## config.mk

```make
export PLATFORM = sky130hd
export DESIGN_NAME = sopc_bus_ic_flat
export DESIGN_NICKNAME = d
export VERILOG_FILES = /design/src/rtl/sopc_bus_ic_if.sv /design/src/rtl/sopc_bus_ic.sv /design/src/flat_wrapper.sv
export SDC_FILE = /design/constraint.sdc
export NUM_CORES = 1
export LEC_CHECK = 0
export ABC_CLOCK_PERIOD_IN_PS = 2840
export CAP_MARGIN = 20
export CORE_AREA = 2 2 120 122
export CTS_BUF_LIST = sky130_fd_sc_hd__clkbuf_4 sky130_fd_sc_hd__clkbuf_8
export DETAILED_ROUTE_END_ITERATION = 8
export DIE_AREA = 0 0 122 124
export PLACE_DENSITY = 0.9
export REMOVE_ABC_BUFFERS = 1
export SLEW_MARGIN = 20
export SYNTH_ARGS = -nofsm -noshare
export SYNTH_HDL_FRONTEND = slang
export SYNTH_SLANG_ARGS = --single-unit
export TNS_END_PERCENT = 10
```

## constraint.sdc

```tcl
create_clock -name clk -period 2.84 [get_ports clk]
set_input_delay 0.426 -clock clk [delete_from_list [all_inputs] [get_ports clk]]
set_output_delay 0.426 -clock clk [all_outputs]
set_load 0.03 [all_outputs]
```

## src/rtl/sopc_bus_ic_if.sv

```systemverilog
// sopc_bus_ic_if
// Bundles the CPU-side request/response signals and the broadcast slave-side
// signals of the SOPC data bus. Signal names keep the _i/_o suffixes as seen
// from the interconnect, so the RTL reads like a flat port list.
//   master : view of the CPU data port (drives the request, sees data/stall/err)
//   slave  : view of the peripheral slaves (see select/broadcast, drive data/ack)
//   ic     : view of the interconnect itself
interface sopc_bus_ic_if #(
   parameter int NSLV = 4,
   parameter int DW   = 32,
   parameter int AW   = 32
);
   logic                 m_ce_i;
   logic                 m_we_i;
   logic [AW-1:0]        m_addr_i;
   logic [DW/8-1:0]      m_sel_i;
   logic [DW-1:0]        m_data_i;
   logic [DW-1:0]        m_data_o;
   logic                 m_stall_o;
   logic                 m_err_o;
   logic [NSLV-1:0]      s_ce_o;
   logic                 s_we_o;
   logic [AW-1:0]        s_addr_o;
   logic [DW/8-1:0]      s_sel_o;
   logic [DW-1:0]        s_data_o;
   logic [NSLV*DW-1:0]   s_data_i;
   logic [NSLV-1:0]      s_ack_i;

   modport master (
      output m_ce_i, m_we_i, m_addr_i, m_sel_i, m_data_i,
      input  m_data_o, m_stall_o, m_err_o
   );

   modport slave (
      input  s_ce_o, s_we_o, s_addr_o, s_sel_o, s_data_o,
      output s_data_i, s_ack_i
   );

   modport ic (
      input  m_ce_i, m_we_i, m_addr_i, m_sel_i, m_data_i,
      output m_data_o, m_stall_o, m_err_o,
      output s_ce_o, s_we_o, s_addr_o, s_sel_o, s_data_o,
      input  s_data_i, s_ack_i
   );
endinterface

```

## src/rtl/sopc_bus_ic.sv

```systemverilog
// sopc_bus_ic
// Address-decoded data-bus interconnect between the OpenMIPS CPU data port
// and NSLV slaves (RAM, timer, UART, GPIO ...). An access is latched in IDLE,
// the selected slave is held in BUSY until it acknowledges, and the result is
// presented for exactly one DONE cycle. The CPU is stalled from the request
// cycle until DONE. Unmapped addresses complete with a one-cycle error pulse.
//
// Ports:
//   clk  - system clock, rising edge
//   rst  - synchronous reset, active-high
//   bus  - sopc_bus_ic_if.ic : m_* CPU request/response, s_* slave broadcast,
//          one-hot select s_ce_o, per-slave read data s_data_i and ack s_ack_i
//
// Optional feature: define BUS_TIMEOUT_EN to abort a BUSY access with an error
// after TIMEOUT wait cycles without acknowledge. Without it TIMEOUT is unused.
module sopc_bus_ic #(
   parameter int NSLV = 4,
   parameter int DW   = 32,
   parameter int AW   = 32,
   parameter logic [NSLV*AW-1:0] SLV_BASE = {32'h3000_0000, 32'h2000_0000,
                                             32'h1000_0000, 32'h0000_0000},
   parameter logic [NSLV*AW-1:0] SLV_MASK = {4{32'hF000_0000}},
   parameter int TIMEOUT = 255
) (
   input  logic      clk,
   input  logic      rst,
   sopc_bus_ic_if.ic bus
);

   localparam int IW = (NSLV > 1) ? $clog2(NSLV) : 1;

   typedef enum logic [1:0] {ST_IDLE, ST_BUSY, ST_DONE} state_t;

   state_t            state_q, state_d;
   logic [IW-1:0]     idx_q, idx_d;
   logic              err_q, err_d;
   logic              we_q, we_d;
   logic [AW-1:0]     addr_q, addr_d;
   logic [DW/8-1:0]   sel_q, sel_d;
   logic [DW-1:0]     wdata_q, wdata_d;
   logic [DW-1:0]     rdata_q, rdata_d;

   logic [NSLV-1:0]   match;
   logic [DW-1:0]     slv_rdata [NSLV];
   logic              hit;
   logic [IW-1:0]     hit_idx;
   logic              ack_sel;

`ifdef BUS_TIMEOUT_EN
   localparam int CW = ($clog2(TIMEOUT + 1) > 8) ? $clog2(TIMEOUT + 1) : 8;
   logic [CW-1:0]     cnt_q, cnt_d;
`else
   localparam int unused_timeout = TIMEOUT;
`endif

   // Per-slave address decode and read-data slicing.
   generate
      for (genvar gi = 0; gi < NSLV; gi++) begin : g_slv
         assign match[gi]     = (bus.m_addr_i & SLV_MASK[gi*AW +: AW]) == SLV_BASE[gi*AW +: AW];
         assign slv_rdata[gi] = bus.s_data_i[gi*DW +: DW];
      end
   endgenerate

   // Priority encode: scanning downwards leaves the lowest matching index.
   always_comb begin
      hit     = 1'b0;
      hit_idx = '0;
      for (int k = NSLV - 1; k >= 0; k--) begin
         if (match[k]) begin
            hit     = 1'b1;
            hit_idx = IW'(k);
         end
      end
   end

   // Only the latched slave's acknowledge is honoured.
   assign ack_sel = bus.s_ack_i[idx_q];

   always_comb begin
      state_d = state_q;
      idx_d   = idx_q;
      err_d   = err_q;
      we_d    = we_q;
      addr_d  = addr_q;
      sel_d   = sel_q;
      wdata_d = wdata_q;
      rdata_d = rdata_q;
`ifdef BUS_TIMEOUT_EN
      cnt_d   = cnt_q;
`endif
      case (state_q)
         ST_IDLE: begin
            if (bus.m_ce_i) begin
               if (hit) begin
                  we_d    = bus.m_we_i;
                  addr_d  = bus.m_addr_i;
                  sel_d   = bus.m_sel_i;
                  wdata_d = bus.m_data_i;
                  idx_d   = hit_idx;
                  state_d = ST_BUSY;
`ifdef BUS_TIMEOUT_EN
                  cnt_d   = '0;
`endif
               end else begin
                  // Unmapped: nothing reaches a slave, finish with an error.
                  err_d   = 1'b1;
                  rdata_d = '0;
                  state_d = ST_DONE;
               end
            end
         end
         ST_BUSY: begin
            if (ack_sel) begin
               rdata_d = we_q ? '0 : slv_rdata[idx_q];
               state_d = ST_DONE;
`ifdef BUS_TIMEOUT_EN
            end else if (cnt_q + CW'(1) == CW'(TIMEOUT)) begin
               err_d   = 1'b1;
               rdata_d = '0;
               state_d = ST_DONE;
            end else begin
               cnt_d   = cnt_q + CW'(1);
`endif
            end
         end
         ST_DONE: begin
            err_d   = 1'b0;
            state_d = ST_IDLE;
         end
         default: begin
            err_d   = 1'b0;
            state_d = ST_IDLE;
         end
      endcase
   end

   always_ff @(posedge clk) begin
      if (rst) begin
         state_q <= ST_IDLE;
         idx_q   <= '0;
         err_q   <= 1'b0;
         we_q    <= 1'b0;
         addr_q  <= '0;
         sel_q   <= '0;
         wdata_q <= '0;
         rdata_q <= '0;
`ifdef BUS_TIMEOUT_EN
         cnt_q   <= '0;
`endif
      end else begin
         state_q <= state_d;
         idx_q   <= idx_d;
         err_q   <= err_d;
         we_q    <= we_d;
         addr_q  <= addr_d;
         sel_q   <= sel_d;
         wdata_q <= wdata_d;
         rdata_q <= rdata_d;
`ifdef BUS_TIMEOUT_EN
         cnt_q   <= cnt_d;
`endif
      end
   end

   // Stall is combinational so the CPU freezes in the very cycle it requests.
   assign bus.m_stall_o = ((state_q == ST_IDLE) && bus.m_ce_i) || (state_q == ST_BUSY);
   assign bus.m_err_o   = (state_q == ST_DONE) && err_q;
   assign bus.m_data_o  = rdata_q;
   assign bus.s_ce_o    = (state_q == ST_BUSY) ? (NSLV'(1) << idx_q) : '0;
   assign bus.s_we_o    = we_q;
   assign bus.s_addr_o  = addr_q;
   assign bus.s_sel_o   = sel_q;
   assign bus.s_data_o  = wdata_q;

endmodule

```

## src/flat_wrapper.sv

```systemverilog
// flat-port wrapper written by rule: the top's interface ports become plain ports
module sopc_bus_ic_flat 
#(
   parameter int NSLV = 4,
   parameter int DW   = 32,
   parameter int AW   = 32,
   parameter logic [NSLV*AW-1:0] SLV_BASE = {32'h3000_0000, 32'h2000_0000,
                                             32'h1000_0000, 32'h0000_0000},
   parameter logic [NSLV*AW-1:0] SLV_MASK = {4{32'hF000_0000}},
   parameter int TIMEOUT = 255
)
  (clk, rst, bus_m_ce_i, bus_m_we_i, bus_m_addr_i, bus_m_sel_i, bus_m_data_i, bus_m_data_o, bus_m_stall_o, bus_m_err_o, bus_s_ce_o, bus_s_we_o, bus_s_addr_o, bus_s_sel_o, bus_s_data_o, bus_s_data_i, bus_s_ack_i);
  sopc_bus_ic_if #(.NSLV(NSLV), .DW(DW), .AW(AW)) bus_i ();
  input  logic clk;
  input  logic rst;
  input wire logic [$bits(bus_i.m_ce_i)-1:0] bus_m_ce_i;
  input wire logic [$bits(bus_i.m_we_i)-1:0] bus_m_we_i;
  input wire logic [$bits(bus_i.m_addr_i)-1:0] bus_m_addr_i;
  input wire logic [$bits(bus_i.m_sel_i)-1:0] bus_m_sel_i;
  input wire logic [$bits(bus_i.m_data_i)-1:0] bus_m_data_i;
  output wire logic [$bits(bus_i.m_data_o)-1:0] bus_m_data_o;
  output wire logic [$bits(bus_i.m_stall_o)-1:0] bus_m_stall_o;
  output wire logic [$bits(bus_i.m_err_o)-1:0] bus_m_err_o;
  output wire logic [$bits(bus_i.s_ce_o)-1:0] bus_s_ce_o;
  output wire logic [$bits(bus_i.s_we_o)-1:0] bus_s_we_o;
  output wire logic [$bits(bus_i.s_addr_o)-1:0] bus_s_addr_o;
  output wire logic [$bits(bus_i.s_sel_o)-1:0] bus_s_sel_o;
  output wire logic [$bits(bus_i.s_data_o)-1:0] bus_s_data_o;
  input wire logic [$bits(bus_i.s_data_i)-1:0] bus_s_data_i;
  input wire logic [$bits(bus_i.s_ack_i)-1:0] bus_s_ack_i;
  assign bus_i.m_ce_i = bus_m_ce_i;
  assign bus_i.m_we_i = bus_m_we_i;
  assign bus_i.m_addr_i = bus_m_addr_i;
  assign bus_i.m_sel_i = bus_m_sel_i;
  assign bus_i.m_data_i = bus_m_data_i;
  assign bus_m_data_o = bus_i.m_data_o;
  assign bus_m_stall_o = bus_i.m_stall_o;
  assign bus_m_err_o = bus_i.m_err_o;
  assign bus_s_ce_o = bus_i.s_ce_o;
  assign bus_s_we_o = bus_i.s_we_o;
  assign bus_s_addr_o = bus_i.s_addr_o;
  assign bus_s_sel_o = bus_i.s_sel_o;
  assign bus_s_data_o = bus_i.s_data_o;
  assign bus_i.s_data_i = bus_s_data_i;
  assign bus_i.s_ack_i = bus_s_ack_i;
  sopc_bus_ic #(.NSLV(NSLV), .DW(DW), .AW(AW), .SLV_BASE(SLV_BASE), .SLV_MASK(SLV_MASK), .TIMEOUT(TIMEOUT)) u_core (.clk(clk), .rst(rst), .bus(bus_i));
endmodule
```

# After elaboration in Yosys (flattened, before gate mapping)
# Index checks and enable logic that the tools add are counted.
# Widths: inputs -> output; s select.
# op_classes
n_eq_ne	8
mux	26
shift	1
bitwise	2
reduce_logical	10
magnitude_cmp	2
# op_table
op	n
$mux 32	6
$bmux 32 s2	1
$pmux 32 s2	1
$logic_not 32->1	1
$mux 2	7
$eq 4x2->1 const B	2
$mux 1	7
$reduce_and 3->1	2
$eq 4x1->1 const B	1
$mux 4	1
$ne 2x2->1 const B	2
$pmux 2 s2	1
$reduce_and 4->1	1
$shl 1x2->4 const A	1
$ge 3x3->1 const B	1
$lt 2x3->1 const B	1
$not 2->3	1
$bmux 1 s2	1
$eq 2x1->1 const B	1
$eq 2x2->1 const B	1
$logic_and 1x1->1	2
$logic_not 2->1	1
$ne 2x1->1 const B	1
$pmux 1 s2	1
other kinds (4)	4
# word_totals
elab_cells	57
reg_bits	106
in_bits	204
out_inout_bits	107

# Longest topological paths before layout
# depth
depth_word	8
depth_mapped	7
ltp_nobuf	4

# Worst setup path before layout
# Ideal clock, no wire load.
# synth_path
kind	flip-flop to output port
startpoint	register u_core.idx_q[1]
endpoint	output bus_s_ce_o[2]
stages_incl_launch_ff	4
n_path_buf	2
t_arrival_ns	1.572
t_required_ns	2.414
path_slack_ns	0.842
path_cell_list	dfxtp_1 > buf_2 > buf_2 > nor3b_1
# synth_between
elab_chain_len	2
# synth_lines
item	line	rtl
start, declared	sopc_bus_ic.sv:35	logic [IW-1:0] idx_q, idx_d;
start signal, assigned	sopc_bus_ic.sv:152	idx_q <= idx_d;
$shl 1x2->4	sopc_bus_ic.sv:169	assign bus.s_ce_o = (state_q == ST_BUSY) ? (NSLV'(1) << idx_q) : '0;
$mux 4	sopc_bus_ic.sv:169	
end, declared	flat_wrapper.sv:24	output wire logic [$bits(bus_i.s_ce_o)-1:0] bus_s_ce_o;
# Every way passes these cells.

# Final worst setup path
# layout_path
startpoint	register u_core.state_q[1]
endpoint	output bus_s_ce_o[1]
# layout_between
elab_chain_len	2
# layout_lines
item	line	rtl
start, declared	sopc_bus_ic.sv:34	state_t state_q, state_d;
start signal, assigned	sopc_bus_ic.sv:151	state_q <= state_d;
$eq 2x1->1	sopc_bus_ic.sv:169	
$mux 4	sopc_bus_ic.sv:169	
# Every way passes these cells.

==> results <==
## final cells by class
cell class	count	area (um2)
clock inverters	6	66.3
flip-flops and latches	106	2120
multi-input cells	362	2450
repair buffers	318	3190
well taps	180	225
inverters	1	3.75
clock buffers	9	124
fillers	1149	5540
## synth_stat cells
master / instances / share of area
nor2_1: 9 / 0.0070
and4b_1: 1 / 0.0021
o21ai_0: 1 / 0.0010
or4_1: 1 / 0.0016
nor3b_1: 4 / 0.0063
and3_1: 1 / 0.0013
mux4_2: 33 / 0.15
clkbuf_1: 22 / 0.017
nand2b_1: 34 / 0.044
nor3_1: 2 / 0.0021
nand2_1: 169 / 0.13
mux2_4: 1 / 0.0031
a21oi_1: 69 / 0.072
inv_1: 1 / 0.00078
dfxtp_1: 106 / 0.44
nor3_2: 1 / 0.0021
buf_4: 3 / 0.0047
o311ai_4: 1 / 0.0055
buf_2: 12 / 0.013
mux2i_1: 33 / 0.069
a31oi_1: 1 / 0.0013
buf_6: 6 / 0.014
nor4_2: 1 / 0.0026
## tightest hold or removal path, cell delays in order (launching register included)
cell,delay [ns]
dfxtp_1,0.32
nand2_1,0.05
a21oi_1,0.05
## where the power goes
part	switching [mW]	internal (mW)
registers	0.0246	1.52
clock network	0.520	0.406
logic	0.266	0.422
## cell families after synthesis
kind of cell / share of synthesized area
AND/OR/NAND/NOR: 0.202
flip-flops: 0.442
AO/OA/AOI/OAI: 0.0798
multiplexers: 0.227
buffers and inverters: 0.0493
## worst max path at each step
stage                            from                      end  slack [ns]  cells after the start
floorplan            bus_m_addr_i[31]  u_core.bus.s_addr_o[28]       -0.92                      3
global placement     bus_m_addr_i[31]    u_core.bus.s_sel_o[2]        0.49                      5
detailed placement         bus_m_ce_i  u_core.bus.s_addr_o[25]        0.42                      6
CTS                 u_core.state_q[1]            bus_s_ce_o[1]        0.34                      3
global route        u_core.state_q[1]            bus_s_ce_o[1]        0.26                      3
finish              u_core.state_q[1]            bus_s_ce_o[1]        0.38                      3
## through the flow
| stage | instances | area, um2 | power, mW | setup slack, ns |
|---|---|---|---|---|
| 2_1_floorplan | 469 | 4560 | 1.85 | -0.924 |
| 3_3_place_gp | 967 | 7990 | 2.26 | 0.487 |
| 3_5_place_dp | 967 | 7990 | 2.27 | 0.419 |
| 4_1_cts | 982 | 8180 | 3.21 | 0.339 |
| 5_1_grt | 982 | 8180 | 3.30 | 0.261 |
| 6_report | 982 | 8180 | 3.16 | 0.378 |
## flip-flops by register name, indices dropped and copies added (netlist names)
name,flops
u_core.bus.m_data_o,32
u_core.bus.s_addr_o,32
u_core.bus.s_data_o,32
u_core.bus.s_sel_o,4
u_core.idx_q,2
u_core.state_q,2
u_core.bus.s_we_o,1
u_core.err_q,1
## layer usage
layer / vias up / routed length (um) / share of wire
met5: - / 0 / 0
met4: 0 / 378 / 0.025
met3: 24 / 1430 / 0.093
met2: 202 / 7660 / 0.50
met1: 2164 / 5860 / 0.38
li1: 2295 / - / -
==> impl_metrics.json <==
{
  "p_leak_nw": 2.85,
  "r2r_cells": 4,
  "synth_area_per_cell_um2": 9.37,
  "drt_pass1_iterations": 4,
  "clockRootBuffer": "clkbuf_8",
  "post-route-util": 0.597,
  "grt_max_degree": 71,
  "crit_type": "flip-flop to output pin",
  "layout_common_cells": "clkdlybuf4s50_1 (309), nand2_1 (169), dfxtp_1 (104), a21oi_1 (69), nand2b_1 (34)",
  "fin_nets": 1002,
  "cp-end-kind": "output pin",
  "path_delay_family": "buffers and inverters",
  "insertion_delay_ns": 0.37,
  "reg2reg_slack_ns": 0.88,
  "min_path_type": "flip-flop to flip-flop",
  "clockBufferDepth": 2,
  "die_area_um2": 15100,
  "grt_use_met3": 0.0609,
  "via_per_inst": 4.77,
  "critical_path.slowest_cell": "clkdlybuf4s50_1",
  "syn_to_final_growth_pct": 70.6,
  "path_clk_slew_ns": 0.10,
  "maxSlewViolCount": 0,
  "rsz0062_at_grt": "false",
  "hold_violations": 0,
  "r2r-start": "u_core.idx_q[0]",
  "grt_pass1_vias": 4649,
  "critPathBufInv": 1,
  "num_vias": 4685,
  "grt_antenna_before_repair": 0,
  "fin_hold_ws_ns": 0.457,
  "rows": 43,
  "ys_ff_latch": 106,
  "place_hpwl_um": 11700,
  "drc": 0,
  "busiest_layer": "met2",
  "fin_crit_ns": 2.46,
  "worst_slew_pin_slew_ns": 0.705,
  "cp.arrival_ns": 2.04,
  "max_cap_viol_count": 0,
  "routabilityCongestion": 0.811,
  "dieWidth_um": 122,
  "grtUsageMet1": 0.216,
  "crit_chain": "nand2b_1 -> nor3b_1 -> clkdlybuf4s50_1",
  "syn_inst": 512,
  "start_util": 0.350,
  "critPathLaunchType": "flip-flop",
  "skew_ns": 0.0133,
  "finalCritPeriodShare": 0.867,
  "grt_usage": 0.199,
  "wire_per_inst_um": 15.6,
  "mostFrequentLayoutCell": "clkdlybuf4s50_1",
  "critical_path_required_ns": 2.41,
  "slowest_delay_ns": 0.69,
  "die_height_um": 124,
  "max_freq_ghz": 0.406,
  "yosys_warnings": 0,
  "hold_depth": 2,
  "cts_resized": 0,
  "postCtsHoldBufs": 0,
  "holdPathEnd": "u_core.bus.s_addr_o[14]",
  "hp-start": "u_core.bus.s_addr_o[14]",
  "syn_area_um2": 4800,
  "r2r_end": "u_core.bus.m_data_o[22]",
  "max-vdd-ir-drop_mv": 0.193,
  "io_pins": 311,
  "synth-seq-area-share": 0.442,
  "ant_nets": 0,
  "drt_iter0_drc": 213,
  "cts.sinks": 106,
  "routed_wl_um": 15300,
  "drive_above_1_share": 0.0798,
  "cts_tree": "done",
  "n_antenna_cell": 0,
  "setup_viol": 0,
  "netlist-cell-type-count": 23,
  "grt_overflow_total": 0,
  "cts_buffers": 9,
  "grt_pass1_wl_um": 23100,
  "io_buffers": 310,
  "power_density_nw_per_um2": 386,
  "cts_htree_levels": 3,
  "run_status": "complete, no violations",
  "core_um2": 13700,
  "post_cts_buffers": 0,
  "tns_ns": 0,
  "relSlewSlack": 0.530,
  "path_max_fanout": 8,
  "grt_util_met2": 0.356
}
Note: power is estimated with default switching activity, not from simulation.
